## config.mk

```make
export PLATFORM = sky130hd
export DESIGN_NAME = if_fetch_unit
export DESIGN_NICKNAME = d
export VERILOG_FILES = /design/src/rtl/if_pkg.sv /design/src/rtl/if_fetch_unit_hold_buf.sv /design/src/rtl/if_fetch_unit.sv
export SDC_FILE = /design/constraint.sdc
export NUM_CORES = 1
export LEC_CHECK = 0
export CAP_MARGIN = 10
export CORE_UTILIZATION = 53
export CTS_BUF_LIST = sky130_fd_sc_hd__clkbuf_16
export DETAILED_ROUTE_END_ITERATION = 6
export PLACE_DENSITY = 0.81
export SYNTH_ARGS = -nofsm -noshare
export SYNTH_HDL_FRONTEND = slang
export SYNTH_SLANG_ARGS = --single-unit
```

## constraint.sdc

```tcl
create_clock -name clk -period 8.9 [get_ports clk]
set_clock_uncertainty 0.1 [all_clocks]
set_input_delay 1.78 -clock clk [delete_from_list [all_inputs] [get_ports clk]]
set_output_delay 1.78 -clock clk [all_outputs]
set_load 0.03 [all_outputs]
```

## src/rtl/if_pkg.sv

```systemverilog
// rtl/if_pkg.sv - shared states and constants for the instruction-fetch stage
package if_pkg;

    typedef enum logic [2:0] {
        S_IDLE,
        S_REQ,
        S_WAIT,
        S_HOLD,
        S_IDLE_ERR
    } state_t;

    localparam logic [31:0] NOP_WORD     = 32'h0000_0000;
    localparam logic [31:0] RESET_PC_DEF = 32'h0000_0000;
    localparam logic [31:0] PC_INC       = 32'd4;

endpackage

```

## src/rtl/if_fetch_unit_hold_buf.sv

```systemverilog
// rtl/if_fetch_unit_hold_buf.sv - fetch_hold_buf: 1-entry {pc_plus4, instr} parking register
module fetch_hold_buf (
    input  logic        clk,
    input  logic        reset,
    input  logic        load_i,
    input  logic        unload_i,
    input  logic        clear_i,
    input  logic [31:0] pc_plus4_i,
    input  logic [31:0] instr_i,
    output logic [31:0] pc_plus4_o,
    output logic [31:0] instr_o
);

    logic [31:0] pc_plus4_q;
    logic [31:0] instr_q;

    always_ff @(posedge clk or posedge reset) begin
        if (reset) begin
            pc_plus4_q <= 32'h0;
            instr_q    <= 32'h0;
        end else if (clear_i || unload_i) begin
            pc_plus4_q <= 32'h0;
            instr_q    <= 32'h0;
        end else if (load_i) begin
            pc_plus4_q <= pc_plus4_i;
            instr_q    <= instr_i;
        end
    end

    assign pc_plus4_o = pc_plus4_q;
    assign instr_o    = instr_q;

endmodule

```

## src/rtl/if_fetch_unit.sv

```systemverilog
// rtl/if_fetch_unit.sv - IF stage: PC, single-outstanding imem fetch, hold buffer, redirect
// Optional misaligned-redirect trap enabled by FETCH_ALIGN_CHECK_EN.
module if_fetch_unit #(
    parameter logic [31:0] RESET_PC = if_pkg::RESET_PC_DEF,
    parameter logic [31:0] NOP_WORD = if_pkg::NOP_WORD
) (
    input  logic        clk,
    input  logic        reset,
    input  logic        stall,
    input  logic        redirect_valid,
    input  logic [31:0] redirect_pc,
    output logic        imem_req,
    output logic [31:0] imem_addr,
    input  logic        imem_gnt,
    input  logic        imem_rvalid,
    input  logic [31:0] imem_rdata,
    output logic [31:0] pc_plus4,
    output logic [31:0] instruction,
    output logic        valid
`ifdef FETCH_ALIGN_CHECK_EN
    ,
    output logic        fetch_misalign
`endif
);

    import if_pkg::*;

    state_t      state_q, state_d;
    logic [31:0] pc_q, pc_d;
    logic [31:0] req_pc_q, req_pc_d;
    logic [31:0] pc_plus4_q, pc_plus4_d;
    logic [31:0] instr_q, instr_d;
    logic        valid_q, valid_d;
    logic        drop_q, drop_d;
    logic        buf_load, buf_unload, buf_clear;
    logic [31:0] buf_pc_plus4, buf_instr;
`ifdef FETCH_ALIGN_CHECK_EN
    logic        misalign_q, misalign_d;
`endif

    fetch_hold_buf u_hold_buf (
        .clk        (clk),
        .reset      (reset),
        .load_i     (buf_load),
        .unload_i   (buf_unload),
        .clear_i    (buf_clear),
        .pc_plus4_i (req_pc_q + PC_INC),
        .instr_i    (imem_rdata),
        .pc_plus4_o (buf_pc_plus4),
        .instr_o    (buf_instr)
    );

    always_ff @(posedge clk or posedge reset) begin
        if (reset) begin
            state_q    <= S_IDLE;
            pc_q       <= RESET_PC;
            req_pc_q   <= 32'h0;
            pc_plus4_q <= 32'h0;
            instr_q    <= NOP_WORD;
            valid_q    <= 1'b0;
            drop_q     <= 1'b0;
`ifdef FETCH_ALIGN_CHECK_EN
            misalign_q <= 1'b0;
`endif
        end else begin
            state_q    <= state_d;
            pc_q       <= pc_d;
            req_pc_q   <= req_pc_d;
            pc_plus4_q <= pc_plus4_d;
            instr_q    <= instr_d;
            valid_q    <= valid_d;
            drop_q     <= drop_d;
`ifdef FETCH_ALIGN_CHECK_EN
            misalign_q <= misalign_d;
`endif
        end
    end

    always_comb begin
        state_d    = state_q;
        pc_d       = pc_q;
        req_pc_d   = req_pc_q;
        pc_plus4_d = pc_plus4_q;
        instr_d    = instr_q;
        valid_d    = valid_q;
        drop_d     = drop_q;
        buf_load   = 1'b0;
        buf_unload = 1'b0;
        buf_clear  = 1'b0;
`ifdef FETCH_ALIGN_CHECK_EN
        misalign_d = misalign_q;
`endif

        // IF/ID consumes the slot on every unstalled edge; refill below overrides.
        if (!stall) begin
            valid_d = 1'b0;
            instr_d = NOP_WORD;
        end

        case (state_q)
            S_IDLE: state_d = S_REQ;
            S_REQ: begin
                if (imem_gnt) begin
                    req_pc_d = pc_q;
                    pc_d     = pc_q + PC_INC;
                    state_d  = S_WAIT;
                end
            end
            S_WAIT: begin
                if (imem_rvalid) begin
                    if (drop_q) begin
                        drop_d  = 1'b0;
                        state_d = S_REQ;
                    end else if (!stall) begin
                        instr_d    = imem_rdata;
                        pc_plus4_d = req_pc_q + PC_INC;
                        valid_d    = 1'b1;
                        state_d    = S_REQ;
                    end else begin
                        buf_load = 1'b1;
                        state_d  = S_HOLD;
                    end
                end
            end
            S_HOLD: begin
                if (!stall) begin
                    instr_d    = buf_instr;
                    pc_plus4_d = buf_pc_plus4;
                    valid_d    = 1'b1;
                    buf_unload = 1'b1;
                    state_d    = S_REQ;
                end
            end
            // A response still in flight when the trap was taken retires the drop flag here.
            S_IDLE_ERR: begin
                if (imem_rvalid) drop_d = 1'b0;
            end
            default: state_d = S_IDLE;
        endcase

        if (redirect_valid) begin
            pc_d       = redirect_pc;
            pc_plus4_d = pc_plus4_q;
            valid_d    = 1'b0;
            instr_d    = NOP_WORD;
            buf_load   = 1'b0;
            buf_unload = 1'b0;
            buf_clear  = 1'b1;
            case (state_q)
                S_WAIT: begin
                    if (imem_rvalid) begin
                        drop_d  = 1'b0;
                        state_d = S_REQ;
                    end else begin
                        drop_d  = 1'b1;
                        state_d = S_WAIT;
                    end
                end
                S_REQ: begin
                    if (imem_gnt) begin
                        drop_d  = 1'b1;
                        state_d = S_WAIT;
                    end else begin
                        state_d = S_REQ;
                    end
                end
                default: state_d = S_REQ;
            endcase
`ifdef FETCH_ALIGN_CHECK_EN
            if (redirect_pc[1:0] != 2'b00) begin
                misalign_d = 1'b1;
                state_d    = S_IDLE_ERR;
            end else begin
                misalign_d = 1'b0;
            end
`endif
        end
    end

    assign imem_req    = (state_q == S_REQ);
    assign imem_addr   = pc_q;
    assign pc_plus4    = pc_plus4_q;
    assign instruction = instr_q;
    assign valid       = valid_q;
`ifdef FETCH_ALIGN_CHECK_EN
    assign fetch_misalign = misalign_q;
`endif

endmodule

```

==> flow_summary.json <==
{
  "ys_ff_latch": 196,
  "crit_type": "input pin to flip-flop",
  "synth.cell_area_um2": 9090,
  "die_h_um": 133,
  "r2r-start": "state_q[0]",
  "cts_buffers": 17,
  "setup_ws_ns": 4.71,
  "synth_ff_type": "dfrtp_1",
  "htreeDepth": 4,
  "critical_path.max_fanout": 53,
  "layout_commonest_cell": "dfrtp_1",
  "path_clk_slew_ns": 0.06,
  "ir_drop_v": 0.000164,
  "hold_start": "pc_plus4[21]",
  "async_reset_ff_frac": 1.00,
  "fin_crit_ns": 4.19,
  "ctsHoldBuffers": 0,
  "holdPathEnd": "pc_plus4[21]",
  "gp_congestion": 0.856,
  "start_util": 0.546,
  "p_per_area_nw_per_um2": 272,
  "synth_top_family_by_area": "compound AO/OA/AOI/OAI gates",
  "overflow": 0,
  "maxCapViolCount": 0,
  "status": "completed",
  "cts.sinks": 196,
  "worst_hold_path.num_cells": 2,
  "synthMuxAreaShare": 0.0511,
  "clock_latency_ns": 0.43,
  "rsz0062_at_grt": "no",
  "clockBufferDepth": 2,
  "drc_errors": 0,
  "area_delta_synth_final_pct": 26.9,
  "synthCells": 890,
  "r2r_end": "u_hold_buf.pc_plus4_o[23]",
  "use_met3": 0.0533,
  "coreArea_um2": 16600,
  "cts_setup_buffers": 0,
  "vias": 7228,
  "die_w_um": 133,
  "finalNonFillerCells": 1259,
  "synthDistinctLibCells": 52,
  "cp.arrival_ns": 4.45,
  "final_area_um2": 11500,
  "n_antenna_cell": 0,
  "cp-start-kind": "input pin",
  "grt_pass1_vias": 6957,
  "p_leak_nw": 4.90,
  "rows": 47,
  "met2_usage": 0.397,
  "drive_above_1_share": 0.0828,
  "max_freq_ghz": 0.239,
  "grt.met1_usage": 0.381,
  "drt_first_pass_iters": 5,
  "die_area_um2": 17700,
  "synth_xor_area_frac": 0.0462,
  "placement.io_buffers": 167,
  "reg2reg_slack_ns": 5.80,
  "ys_seq_area_frac": 0.540,
  "required_ns": 9.17,
  "antenna_found_initial": 0,
  "finish.utilization": 0.693,
  "wire_per_inst_um": 17.4,
  "cts_tree": "yes",
  "hold_class": "flip-flop to flip-flop",
  "synth_compound_area_frac": 0.164,
  "slew_violations": 0,
  "routed_wl_um": 21900,
  "final_cell_mix": "196 x dfrtp_1, 165 x clkdlybuf4s50_1, 96 x nor2_1",
  "synth_edf_count": 0,
  "ctsResizeCount": 0,
  "drtIter0Drc": 662,
  "critPathCaptureType": "flip-flop",
  "root_buffer": "clkbuf_16",
  "yosysWarnings": 0,
  "grt_pass1_wl_um": 36400,
  "ios": 168,
  "final_hold_viol_count": 0,
  "yosys.area_share.adder": 0.00826,
  "grt_util_all_layers": 0.263,
  "min_period_over_period": 0.470,
  "syn_area_per_cell_um2": 10.2,
  "post-place-ws_ns": 4.29,
  "synth_nets": 966,
  "worstMarginPinSlew_ns": 1.13,
  "dp.final_hpwl_um": 14500,
  "grt.busiest_layer": "met2",
  "place_inst": 1228,
  "setup-tns-final_ns": 0,
  "vias_per_cell": 5.74,
  "grt_start_max_net_pins": 135,
  "antenna_left": 0,
  "ff2ff_path_depth": 6,
  "synthSimpleGateAreaFrac": 0.160,
  "fin_nets": 1103,
  "setup_viol": 0,
  "slew_headroom": 0.243,
  "placed_cell_area_um2": 10900
}
-- cell type report --
type                       count  area (µm²)
clock buffer                  17         425
clock inverter                14         219
fill                        1221        5110
inverter                      13        56.3
multi-input combinational    623        3920
sequential                   196        4900
tap                          220         275
timing repair buffer         176        1730
-- report_power, final --
| group | internal (mW) | switching (mW) | leakage, nW |
|---|---|---|---|
| registers | 1.07 | 0.186 | 2.57 |
| logic | 0.430 | 0.610 | 2.01 |
| clock network | 0.520 | 0.321 | 0.318 |
-- synth_stat cells, types with 2 or more instances --
cell type | count | area (µm²)
a21boi_1 | 4 | 30.0
a21oi_1 | 40 | 200
a22o_1 | 52 | 455
a22oi_1 | 32 | 240
a31oi_1 | 6 | 37.5
and3_1 | 9 | 56.3
and4_1 | 6 | 52.6
buf_1 | 4 | 15.0
buf_2 | 7 | 35.0
clkbuf_1 | 46 | 173
clkinv_1 | 2 | 7.51
dfrtp_1 | 196 | 4900
ha_1 | 6 | 75.1
inv_1 | 11 | 41.3
mux2_2 | 35 | 394
mux2i_1 | 7 | 70.1
nand2_1 | 90 | 338
nand2b_1 | 8 | 50.1
nand3_1 | 30 | 150
nand4_1 | 22 | 138
nor2_1 | 96 | 360
nor3_1 | 13 | 65.1
nor3b_1 | 2 | 15.0
nor4_1 | 3 | 18.8
nor4_2 | 2 | 25.0
o211ai_1 | 6 | 45.0
o21ai_0 | 71 | 355
o22ai_1 | 4 | 25.0
o31ai_1 | 4 | 30.0
or2_0 | 6 | 37.5
or2_1 | 2 | 12.5
or3_1 | 2 | 12.5
xnor2_1 | 12 | 105
xor2_1 | 36 | 315
-- metal layers --
metal	vias up	routed length, µm	part of all wire
met5	-	0	0
met4	0	367	0.017
met3	31	1200	0.055
met2	255	10200	0.47
met1	3501	10100	0.46
li1	3441	-	-
-- metrics by stage --
| stage | power, mW | hold slack (ns) |
|---|---|---|
| floorplan | 1.91 | 0.349 |
| global placement | 2.27 | 0.361 |
| detailed placement | 2.30 | 0.370 |
| CTS | 3.14 | 0.385 |
| global route | 3.29 | 0.401 |
| finish | 3.14 | 0.376 |
-- registers in the layout, summed over array words and instances (netlist names) --
name and count:
imem_addr 32, instruction 32, pc_plus4 32, req_pc_q 32, u_hold_buf.instr_o 32, u_hold_buf.pc_plus4_o 32, state_q 2, drop_q 1
valid 1
-- worst max-delay path: stages --
cell	delay, ns
clkdlybuf4s50_1	0.49
and3b_1	0.58
buf_4	0.38
and3_2	0.93
a22o_2	0.26
-- logic make-up (layout without fill, tap and decap cells) --
kind of cell,count (synthesis),after routing
AO/OA/AOI/OAI,227,227
XOR/XNOR,48,48
adder cells (fa/ha/maj),6,6
buffers and inverters,71,220
flip-flops,196,196
multiplexers,42,42
AND/OR/NAND/NOR,300,300
-- worst max-delay path by stage --
stage                                 to         from  cells past startpoint
6_report       u_hold_buf.pc_plus4_o[23]  imem_rvalid                      5
5_1_grt        u_hold_buf.pc_plus4_o[23]  imem_rvalid                      5
4_1_cts           u_hold_buf.instr_o[13]  imem_rvalid                      5
3_5_place_dp    u_hold_buf.pc_plus4_o[1]  imem_rvalid                      5
3_3_place_gp   u_hold_buf.pc_plus4_o[23]  imem_rvalid                      5
2_1_floorplan                     drop_q        reset                      1
(Power assumes the default switching activity.)
